### src/rtl/if_pkg.sv
// -----------------------------------------------------------------------------
// if_pkg
// Shared definitions for the instruction-fetch prefetch unit:
//   HALT_OPCODE    opcode field value that stops fetching (when halt
//                  detection is compiled in via IF_HALT_DETECT_EN)
//   redirect_e     which redirect source is steering fetch this cycle
//   fetch_entry_t  one prefetch queue entry {instruction, pc+4} for the
//                  default 32-bit datapath
// -----------------------------------------------------------------------------
package if_pkg;

    localparam logic [5:0] HALT_OPCODE = 6'h3F;
    localparam int         IF_NB_REG   = 32;

    typedef enum logic [1:0] {
        RD_NONE = 2'd0,
        RD_BR   = 2'd1,
        RD_J    = 2'd2,
        RD_JR   = 2'd3
    } redirect_e;

    typedef struct packed {
        logic [IF_NB_REG-1:0] instr;
        logic [IF_NB_REG-1:0] pcplus4;
    } fetch_entry_t;

endpackage

### src/rtl/if_fetch_fifo.sv
// -----------------------------------------------------------------------------
// if_fetch_fifo
// Synchronous FIFO holding prefetched {instruction, pc+4} entries.
// The head is read straight out of the storage registers, so there is no
// combinational path from the write data to o_data.
// Ports:
//   i_clk, i_reset   clock, synchronous active-high reset (pointers/count only)
//   i_en             global enable; 0 freezes all state
//   i_flush          empty the queue; beats a simultaneous push/pop
//   i_push, i_data   write one entry (accepted when not full, or full + pop)
//   i_pop            drop the head entry (ignored when empty)
//   o_data           head entry
//   o_count          number of held entries (0..DEPTH)
//   o_full, o_empty  status flags
// -----------------------------------------------------------------------------
module if_fetch_fifo #(
    parameter int W     = 64,
    parameter int DEPTH = 4
) (
    input  logic                     i_clk,
    input  logic                     i_reset,
    input  logic                     i_en,
    input  logic                     i_flush,
    input  logic                     i_push,
    input  logic                     i_pop,
    input  logic [W-1:0]             i_data,
    output logic [W-1:0]             o_data,
    output logic [$clog2(DEPTH):0]   o_count,
    output logic                     o_full,
    output logic                     o_empty
);

    localparam int              AW       = $clog2(DEPTH);
    localparam logic [AW:0]     CNT_FULL = (AW+1)'(DEPTH);

    logic [W-1:0]  r_mem [DEPTH];
    logic [AW-1:0] r_wr_ptr;
    logic [AW-1:0] r_rd_ptr;
    logic [AW:0]   r_count;
    logic          w_push;
    logic          w_pop;

    assign o_full  = (r_count == CNT_FULL);
    assign o_empty = (r_count == '0);
    assign o_count = r_count;
    assign o_data  = r_mem[r_rd_ptr];

    // When full, a push is legal only alongside a pop: the slot being
    // written is the head that leaves on the same edge.
    assign w_pop  = i_pop & ~o_empty;
    assign w_push = i_push & (~o_full | w_pop);

    always_ff @(posedge i_clk) begin
        if (i_reset) begin
            r_wr_ptr <= '0;
            r_rd_ptr <= '0;
            r_count  <= '0;
        end else if (i_en) begin
            if (i_flush) begin
                r_wr_ptr <= '0;
                r_rd_ptr <= '0;
                r_count  <= '0;
            end else begin
                if (w_push) r_wr_ptr <= r_wr_ptr + 1'b1;
                if (w_pop)  r_rd_ptr <= r_rd_ptr + 1'b1;
                case ({w_push, w_pop})
                    2'b10:   r_count <= r_count + 1'b1;
                    2'b01:   r_count <= r_count - 1'b1;
                    default: r_count <= r_count;
                endcase
            end
        end
    end

    // Entry storage carries no reset; only the pointers define validity.
    always_ff @(posedge i_clk) begin
        if (i_en && !i_flush && w_push) begin
            r_mem[r_wr_ptr] <= i_data;
        end
    end

endmodule

### src/rtl/if_prefetch_unit.sv
// -----------------------------------------------------------------------------
// if_prefetch_unit
// Instruction fetch stage: fetch PC generator, word-organised instruction
// memory (async read, debug write port) and a DEPTH-entry prefetch queue
// delivering {instruction, pc+4} to decode over a valid/ready handshake.
// Optional feature macro: IF_HALT_DETECT_EN -- stop fetching after queuing
// a word whose opcode is HALT_OPCODE; o_halted stays 1 until reset.
// Ports:
//   i_clk, i_reset        clock, synchronous active-high reset
//   i_dunit_clk_en        step enable; 0 freezes everything but memory writes
//   i_dunit_w_en/addr/data debug memory write port
//   i_branch/_target      taken-branch redirect
//   i_jump/_index         J/JAL redirect, upper bits from i_redirect_pcplus4
//   i_jreg/_target        JR/JALR redirect
//   i_ready               decode accepts the head entry
//   o_valid, o_instruction, o_pcplus4  head entry (data zeroed when invalid)
//   o_halted              fetch stopped on HALT
// -----------------------------------------------------------------------------
module if_prefetch_unit
    import if_pkg::*;
#(
    parameter int          NB_REG   = 32,
    parameter int          NB_ADDR  = 9,
    parameter int          NB_INST  = 26,
    parameter int          DEPTH    = 4,
    parameter logic [31:0] RESET_PC = 32'h0
) (
    input  logic               i_clk,
    input  logic               i_reset,
    input  logic               i_dunit_clk_en,
    input  logic               i_dunit_w_en,
    input  logic [NB_ADDR-1:0] i_dunit_addr,
    input  logic [NB_REG-1:0]  i_dunit_data,
    input  logic               i_branch,
    input  logic [NB_REG-1:0]  i_branch_target,
    input  logic               i_jump,
    input  logic [NB_INST-1:0] i_jump_index,
    input  logic [NB_REG-1:0]  i_redirect_pcplus4,
    input  logic               i_jreg,
    input  logic [NB_REG-1:0]  i_jreg_target,
    input  logic               i_ready,
    output logic               o_valid,
    output logic [NB_REG-1:0]  o_instruction,
    output logic [NB_REG-1:0]  o_pcplus4,
    output logic               o_halted
);

    localparam int MEM_WORDS = 2 ** (NB_ADDR - 2);
    localparam int CW        = $clog2(DEPTH) + 1;

    logic [NB_REG-1:0]   r_mem [MEM_WORDS];
    logic [NB_REG-1:0]   r_fpc;
    logic [NB_REG-1:0]   w_fetch_word;
    logic [NB_REG-1:0]   w_target;
    redirect_e           w_sel;
    logic                w_redirect;
    logic                w_push;
    logic                w_pop;
    logic                w_full;
    logic                w_empty;
    logic                w_halted;
    logic [2*NB_REG-1:0] w_head;
    logic [CW-1:0]       w_count;
    logic                w_unused_bits;

    // Debug writes land regardless of the step enable.
    always_ff @(posedge i_clk) begin
        if (i_dunit_w_en) begin
            r_mem[i_dunit_addr[NB_ADDR-1:2]] <= i_dunit_data;
        end
    end

    // Index wraps modulo the memory size; upper PC bits are ignored.
    assign w_fetch_word = r_mem[r_fpc[NB_ADDR-1:2]];

    always_comb begin
        w_sel    = RD_NONE;
        w_target = '0;
        if (i_jreg) begin
            w_sel    = RD_JR;
            w_target = i_jreg_target;
        end else if (i_jump) begin
            w_sel    = RD_J;
            w_target = {i_redirect_pcplus4[NB_REG-1:NB_INST+2], i_jump_index, 2'b00};
        end else if (i_branch) begin
            w_sel    = RD_BR;
            w_target = i_branch_target;
        end
    end

    assign w_redirect = (w_sel != RD_NONE);

    // A redirect flushes the queue, so neither a pop nor a push may happen
    // in that cycle.
    assign w_pop  = o_valid & i_ready & ~w_redirect;
    assign w_push = ~w_redirect & ~w_halted & ~i_dunit_w_en & (~w_full | w_pop);

    always_ff @(posedge i_clk) begin
        if (i_reset) begin
            r_fpc <= NB_REG'(RESET_PC);
        end else if (i_dunit_clk_en) begin
            if (w_redirect) begin
                r_fpc <= w_target;
            end else if (w_push) begin
                r_fpc <= r_fpc + NB_REG'(4);
            end
        end
    end

`ifdef IF_HALT_DETECT_EN
    logic r_halted;

    // The HALT word itself is queued; only the pushes after it stop.
    always_ff @(posedge i_clk) begin
        if (i_reset) begin
            r_halted <= 1'b0;
        end else if (i_dunit_clk_en && w_push &&
                     (w_fetch_word[NB_REG-1:NB_REG-6] == HALT_OPCODE)) begin
            r_halted <= 1'b1;
        end
    end

    assign w_halted = r_halted;
`else
    assign w_halted = 1'b0;
`endif

    if_fetch_fifo #(
        .W     (2 * NB_REG),
        .DEPTH (DEPTH)
    ) u_fifo (
        .i_clk   (i_clk),
        .i_reset (i_reset),
        .i_en    (i_dunit_clk_en),
        .i_flush (w_redirect),
        .i_push  (w_push),
        .i_pop   (w_pop),
        .i_data  ({w_fetch_word, r_fpc + NB_REG'(4)}),
        .o_data  (w_head),
        .o_count (w_count),
        .o_full  (w_full),
        .o_empty (w_empty)
    );

    assign o_valid       = ~w_empty;
    assign o_instruction = o_valid ? w_head[2*NB_REG-1:NB_REG] : '0;
    assign o_pcplus4     = o_valid ? w_head[NB_REG-1:0]        : '0;
    assign o_halted      = w_halted;

    assign w_unused_bits = &{1'b0, i_dunit_addr[1:0], r_fpc[NB_REG-1:NB_ADDR],
                             r_fpc[1:0], i_redirect_pcplus4[NB_INST+1:0], w_count};

endmodule

### config.mk
export PLATFORM = sky130hd
export DESIGN_NAME = if_prefetch_unit
export DESIGN_NICKNAME = d
export VERILOG_FILES = /design/src/rtl/if_pkg.sv /design/src/rtl/if_fetch_fifo.sv /design/src/rtl/if_prefetch_unit.sv
export SDC_FILE = /design/constraint.sdc
export NUM_CORES = 2
export LEC_CHECK = 0
export CAP_MARGIN = 20
export CORE_MARGIN = 4
export CORE_UTILIZATION = 40
export CTS_CLUSTER_SIZE = 30
export DETAILED_ROUTE_END_ITERATION = 6
export HOLD_SLACK_MARGIN = 0.1
export MAX_ROUTING_LAYER = met4
export SYNTH_ARGS = -nofsm -noshare
export SYNTH_HDL_FRONTEND = slang
export SYNTH_MEMORY_MAX_BITS = 65536
export SYNTH_SLANG_ARGS = --single-unit
export TNS_END_PERCENT = 20
### constraint.sdc
create_clock -name i_clk -period 9.3 [get_ports i_clk]
set_input_delay 1.86 -clock i_clk [delete_from_list [all_inputs] [get_ports i_clk]]
set_output_delay 1.86 -clock i_clk [all_outputs]
set_load 0.01 [all_outputs]
* Word level (Yosys, flattened, before mapping)
Memories as Yosys holds them, arrays and structs flattened. A register that Yosys moved wholly into a read port is not among the register bits. Index checks and enable logic that the tools add are counted.
Operators by class: eq/ne operators 3, bitwise gates (word level) 12, add/sub/neg operators 5, mux-type cells 24, reductions and logical operators 13
Operator list (number):
- $mux 32 | 7
- $add 32x3->32 const B | 1
- $mux 2 | 8
- $mux 7 | 2
- $reduce_and 2->1 | 4
- $reduce_bool 2->1 | 4
- $and 1x1->1 | 6
- $pmux 3 s2 | 1
- $mux 1 | 5
- $add 2x1->2 const B | 2
- $not 1->1 | 4
- $add 3x1->3 const B | 1
- $eq 3x3->1 const B | 1
- $logic_not 3->1 | 1
- $mux 3 | 1
- $reduce_bool 3->1 | 1
- $sub 3x1->3 const B | 1
- $eq 2x1->1 const B | 1
- $eq 2x2->1 const B | 1
- $logic_and 1x1->1 | 2
- $or 1x1->1 | 2
- $logic_not 1->1 | 1
Word-level totals: flip-flop bits (word level) 39, logic and storage cells 63, RAM bits 4352, memories 2, output and inout bits 66
Memories:
- r_mem | depth 128, bits a word 32, rd ports 1, clocked after Yosys merged registers in 1, write ports 1, RTL line if_prefetch_unit.sv:51 | logic [NB_REG-1:0] r_mem [MEM_WORDS];
- u_fifo.r_mem | depth 4, bits a word 64, rd ports 1, clocked after Yosys merged registers in 1, write ports 1, RTL line if_fetch_fifo.sv:36 | logic [W-1:0] r_mem [DEPTH];

* Depth between registers and ports, before layout
word-level depth 12, depth in mapped cells 11, depth with buffers taken out 10

* By module
Synthesis repeated with hierarchy kept, for this count alone.
Unflattened totals: cells, all modules 6865, area total of the unflattened synthesis 168885.7 um^2
Modules (own cells, without submodules):
- if_prefetch_unit | area each 159028.8 um^2, cells an instance 6461, times used 1
- if_fetch_fifo | area each 9857.0 um^2, cells an instance 404, times used 1

* Worst setup path after synthesis
OpenSTA, ideal clock, no wires.
kind input-to-reg, start input port i_jump, end memory u_fifo.r_mem[0][0], enable pin, setup slack 4.109 ns, stages 5, required time 8.871 ns, arrival time 4.762 ns, path through clkbuf_1 > nor3_1 > nand2_1 > nor3_1 > and2_1
Between the ends: word-level cells in the longest chain between the ends 11, elaborated cells on any way between the ends 16, those cells by class mux (4); bitwise (8); reduce/logical (4)
Ends and longest elaborated chain:
- start, declared | RTL line if_prefetch_unit.sv:36 | input logic i_jump,
- $mux 2 * | RTL line if_prefetch_unit.sv:82 | end else if (i_jump) begin
- $mux 2 * | RTL line if_prefetch_unit.sv:79 | if (i_jreg) begin
- $reduce_bool 2->1 * | RTL line if_prefetch_unit.sv:91 | assign w_redirect = (w_sel != RD_NONE);
- $not 1->1 | RTL line if_prefetch_unit.sv:95, if_prefetch_unit.sv:96
- $and 1x1->1 | RTL line if_prefetch_unit.sv:95 | assign w_pop = o_valid & i_ready & ~w_redirect;
- $or 1x1->1 / $and 1x1->1 (equally long branches) | RTL line if_prefetch_unit.sv:96, if_fetch_fifo.sv:50
- $and 1x1->1 / $or 1x1->1 (equally long branches) | RTL line if_prefetch_unit.sv:96, if_fetch_fifo.sv:51
- $and 1x1->1 | RTL line if_fetch_fifo.sv:51 | assign w_push = i_push & (~o_full | w_pop);
- $logic_and 1x1->1 * | RTL line if_fetch_fifo.sv:77 | if (i_en && !i_flush && w_push) begin
- $mux 1 * | RTL line if_fetch_fifo.sv:77
- $mux 1 (implied by the code) * | RTL line if_fetch_fifo.sv:78 | r_mem[r_wr_ptr] <= i_data;
- end, declared | RTL line if_fetch_fifo.sv:36
Mark *: on every way between the ends. The rest lies on a longest branch, timed or not.

==> run summary <==
The logs give 40.6% for the relative contribution of the clock network to total power and 5 for the number of optimization iterations in the first detailed-route pass. Global routing finished with a remaining overflow of 0. The maximum net fanout on the critical path was 43. The count of hold-fix buffers inserted at cts was 0; the average footprint of a synthesized cell was 24.7 um2. The biggest area contributor in the post-synthesis netlist is edfxtp_1. The count of nets left with antenna violations once routing finished came out at 0. In the final timing run, aggregate negative setup slack is 0 ns.

After detailed routing, the average wire length per cell comes to 33.1 um. The total count of max-transition violations in the final report came out at 0. The portion of total power attributed to combinational logic is 6.4%, and the clock-pin transition on the worst setup and hold timing paths is 0.06 ns. The tools report the placeable core area as 0.420 mm2.

TritonCTS built the clock tree. In the global route stage, overall resource usage came out at 20.6%. For the routability-driven placement congestion ratio, the log shows 0.914.

The violation count after the first detailed-routing iteration came out at 9672. Clock skew on the completed layout was measured at 0.0593 ns. After filler insertion, the fill cell instance count of the layout stands at 34100. The required time of the critical path is 7.44 ns. Sum of routed wire length over all layers: 438000 um. Setup repair after global routing left no endpoint under its margin. The final route contains 77300 vias. The endpoint of the lowest-slack register-to-register path is u_fifo.r_mem[3][37]. The row count was 238; the via count of the first global-routing pass was 77900. The depth of the most critical reg-to-reg path came out at 6. After detailed routing, the number of vias per cell comes to 5.84. For the number of antenna violations at the first check in global routing, the log shows 49. The logs give 4400 for the TritonCTS sink count and 0.179 mm2 for the cell area after placement.

Data arrives at the worst endpoint at 4.07 ns. The worst path in the final design needs a cycle of 5.93 ns, including I/O delays and setup. For the pin count of the biggest net entering global routing, the log shows 135. Input and output buffers added on the ports amount to 205. In the layout the commonest cells are edfxtp_1 (4352), mux4_2 (1408), clkbuf_16 (431). Timing would allow up to 169 MHz. No sink is reached through more buffers than the 4 on the longest clock path.

The initial cell density of the core is 40.1%, and the peak supply drop is 161 uV. The worst hold path terminates at r_fpc[12]. The post-synth net total was 7004; the number of cells traversed by the worst hold path was 2.

The tools report the startpoint type of the worst setup path as a flip-flop. The setup slack of the worst register-to-register path came out at 4.64 ns. The logs give 612000 um for the wire length of the first global-routing pass and 0 for the final number of hold-violating endpoints. Ranked by total cell area, the synthesized netlist is headed by edfxtp_1 (78%), mux4_2 (19%), dfxtp_1 (0.57%), clkbuf_1 (0.52%), nor2_1 (0.38%).

The commonest non-fill, non-tap cell in the layout is edfxtp_1. The worst setup path is captured at an output pin. Total number of nets in the final design: 7501. The worst hold path belongs to the class flip-flop to flip-flop. On the final layout, the worst hold slack is 0.486 ns. Max-cap violations in this run came to 0. The post-route netlist has 32.2% of its cells at a drive strength greater than 1. Dividing total power by cell area gives a power density of 215 mW/mm2.

Measured along the y axis, the die boundary spans 657 um. For this run, the number of Yosys warnings is 0. The floorplan step defined a die boundary enclosing 0.432 mm2. For the cell area after layout, the log shows 0.193 mm2. The worst pin sits at a relative slew slack of 22.2%.

Number of buffers created by CTS: 426. The number of setup buffers added after CTS is 0. The share of the cycle needed by the critical path after routing works out to 63.7%.

The tools report the static leakage as 57.1 nW. Yosys mapped the design onto 47 distinct sky130hd cell types. In the synthesized netlist, the number of instances is 6826.

The post-CTS resize count was 0. The cell area that synthesis handed to floorplanning was 0.169 mm2. The area share of the largest cell type after synthesis came out at 77.5%. From synthesis to final layout, the design area changed by 14.2%. The run finished with clean final reports. Setup violations remaining at the end of the flow were counted as 0.

The worst setup path is of the flip-flop to output pin kind. The transition time at the pin with the least slew margin is 1.17 ns, and the detailed placement HPWL is 245000 um. The die is 657 um wide. In this run the count of I/O pins placed on the die edge is 237.

In this run the clock root is driven by a clkbuf_16. In this run the most critical hold path is launched from r_fpc[12]. For this design the total switching power over the nets is 8.99 mW. In the routed design, unresolved DRC markers number 0. Registers are responsible for 53.0% of the overall power.

Sequential share of the synthesized area: 78.1%. The synthesized design contains 4400 register bits. The H-tree was split into 5 levels. For the clock latency on the worst-skew pair, the log shows 0.98 ns. The proportion of total power due to net switching was 21.7%. The internal power of the cells totals 32.5 mW.
## Yosys cell counts, drive strengths merged
cell and n:
a21oi 32, nand2b 4, a21bo 2, o211ai 1
mux4 1408, a221oi 5, and4 4, edfxtp 4352
nor2b 8, nor4b 1, clkbuf 232, a41oi 3
nand4 17, or4 3, ha 6, o21a 4
nand2 69, dfxtp 48, o22ai 5, fa 1
conb 1, a31oi 6, o32ai 4, xnor2 17
a21o 3, a22oi 29, a311oi 3, and2 71
a211oi 7, nor4 12, mux2 33, o221ai 1
o31ai 1, xor2 11, or3 2, nand3 16
nor3b 3, inv 11, and3 4, nor2 172
nand4b 1, nor3 20, o21ai 52, buf 141
## through the flow
stage                     cells  power, mW  utilization (%)  setup WS (ns)
final                     13200       41.4             45.9           3.37
after global routing      13200       42.7             45.8           3.12
after CTS                 13200       41.8             45.8           3.15
after detailed placement  12400       25.1             42.6           3.28
after global placement    12400       25.0             42.6           3.42
after floorplan            6826       23.8                -           4.11
## worst max-delay path by stage
stage                   start             endpoint
global placement       i_jump  u_fifo.r_mem[3][50]
CTS                 flip-flop    o_instruction[20]
global route        flip-flop         o_pcplus4[1]
floorplan              i_jump   u_fifo.r_mem[0][0]
finish              flip-flop    o_instruction[25]
detailed placement     i_jump  u_fifo.r_mem[3][50]
## layout make-up
class | count | area (um2) | area share [%]
clock buffers | 510 | 11100 | 5.77
clock inverters | 274 | 2430 | 1.26
repair buffers | 442 | 3960 | 2.06
diodes | 30 | 75.1 | 0.0390
inverters | 11 | 41.3 | 0.0214
well taps | 5520 | 6910 | 3.59
flip-flops and latches | 4400 | 132000 | 68.4
multi-input cells | 2042 | 36300 | 18.9
## power groups by stage
stage	Combinational [mW]	Sequential [mW]	Clock [mW]
after floorplan	1.44	22.4	0
after global placement	2.64	22.4	0
after detailed placement	2.69	22.4	0
after CTS	2.69	22.0	17.1
after global routing	2.77	22.0	18.0
final	2.65	22.0	16.8
## state kept, by name (all words and copies together), names as in the netlist, named ones only
signal / flops
u_fifo.o_count: 3
r_fpc: 32
u_fifo.r_wr_ptr: 2
u_fifo.r_rd_ptr: 2
r_mem: 4096
u_fifo.r_mem: 256
## critical path, stage by stage (launching register included)
cell and delay (ns):
dfxtp_4 0.93, buf_4 0.64, mux4_2 0.58, and2_1 0.33
clkdlybuf4s50_1 0.56
## logic make-up after synthesis
kind of cell	count (synthesis)	share of synthesized area, %
AO/OA/AOI/OAI	158	0.586
XOR/XNOR	28	0.145
adder cells (fa/ha/maj)	7	0.0564
buffers and inverters	384	0.932
flip-flops	4400	78.1
multiplexers	1441	19.0
other	1	0.00222
AND/OR/NAND/NOR	407	1.14
## per-layer routing
| layer | up-vias | global-route usage (%) | part of all wire, % |
|---|---|---|---|
| met5 | - | - | 0 |
| met4 | 0 | 4.66 | 2.4 |
| met3 | 571 | 3.08 | 7.9 |
| met2 | 3483 | 32.9 | 50 |
| met1 | 42500 | 28.3 | 40 |
| li1 | 30700 | - | - |
(Power assumes the default switching activity.)
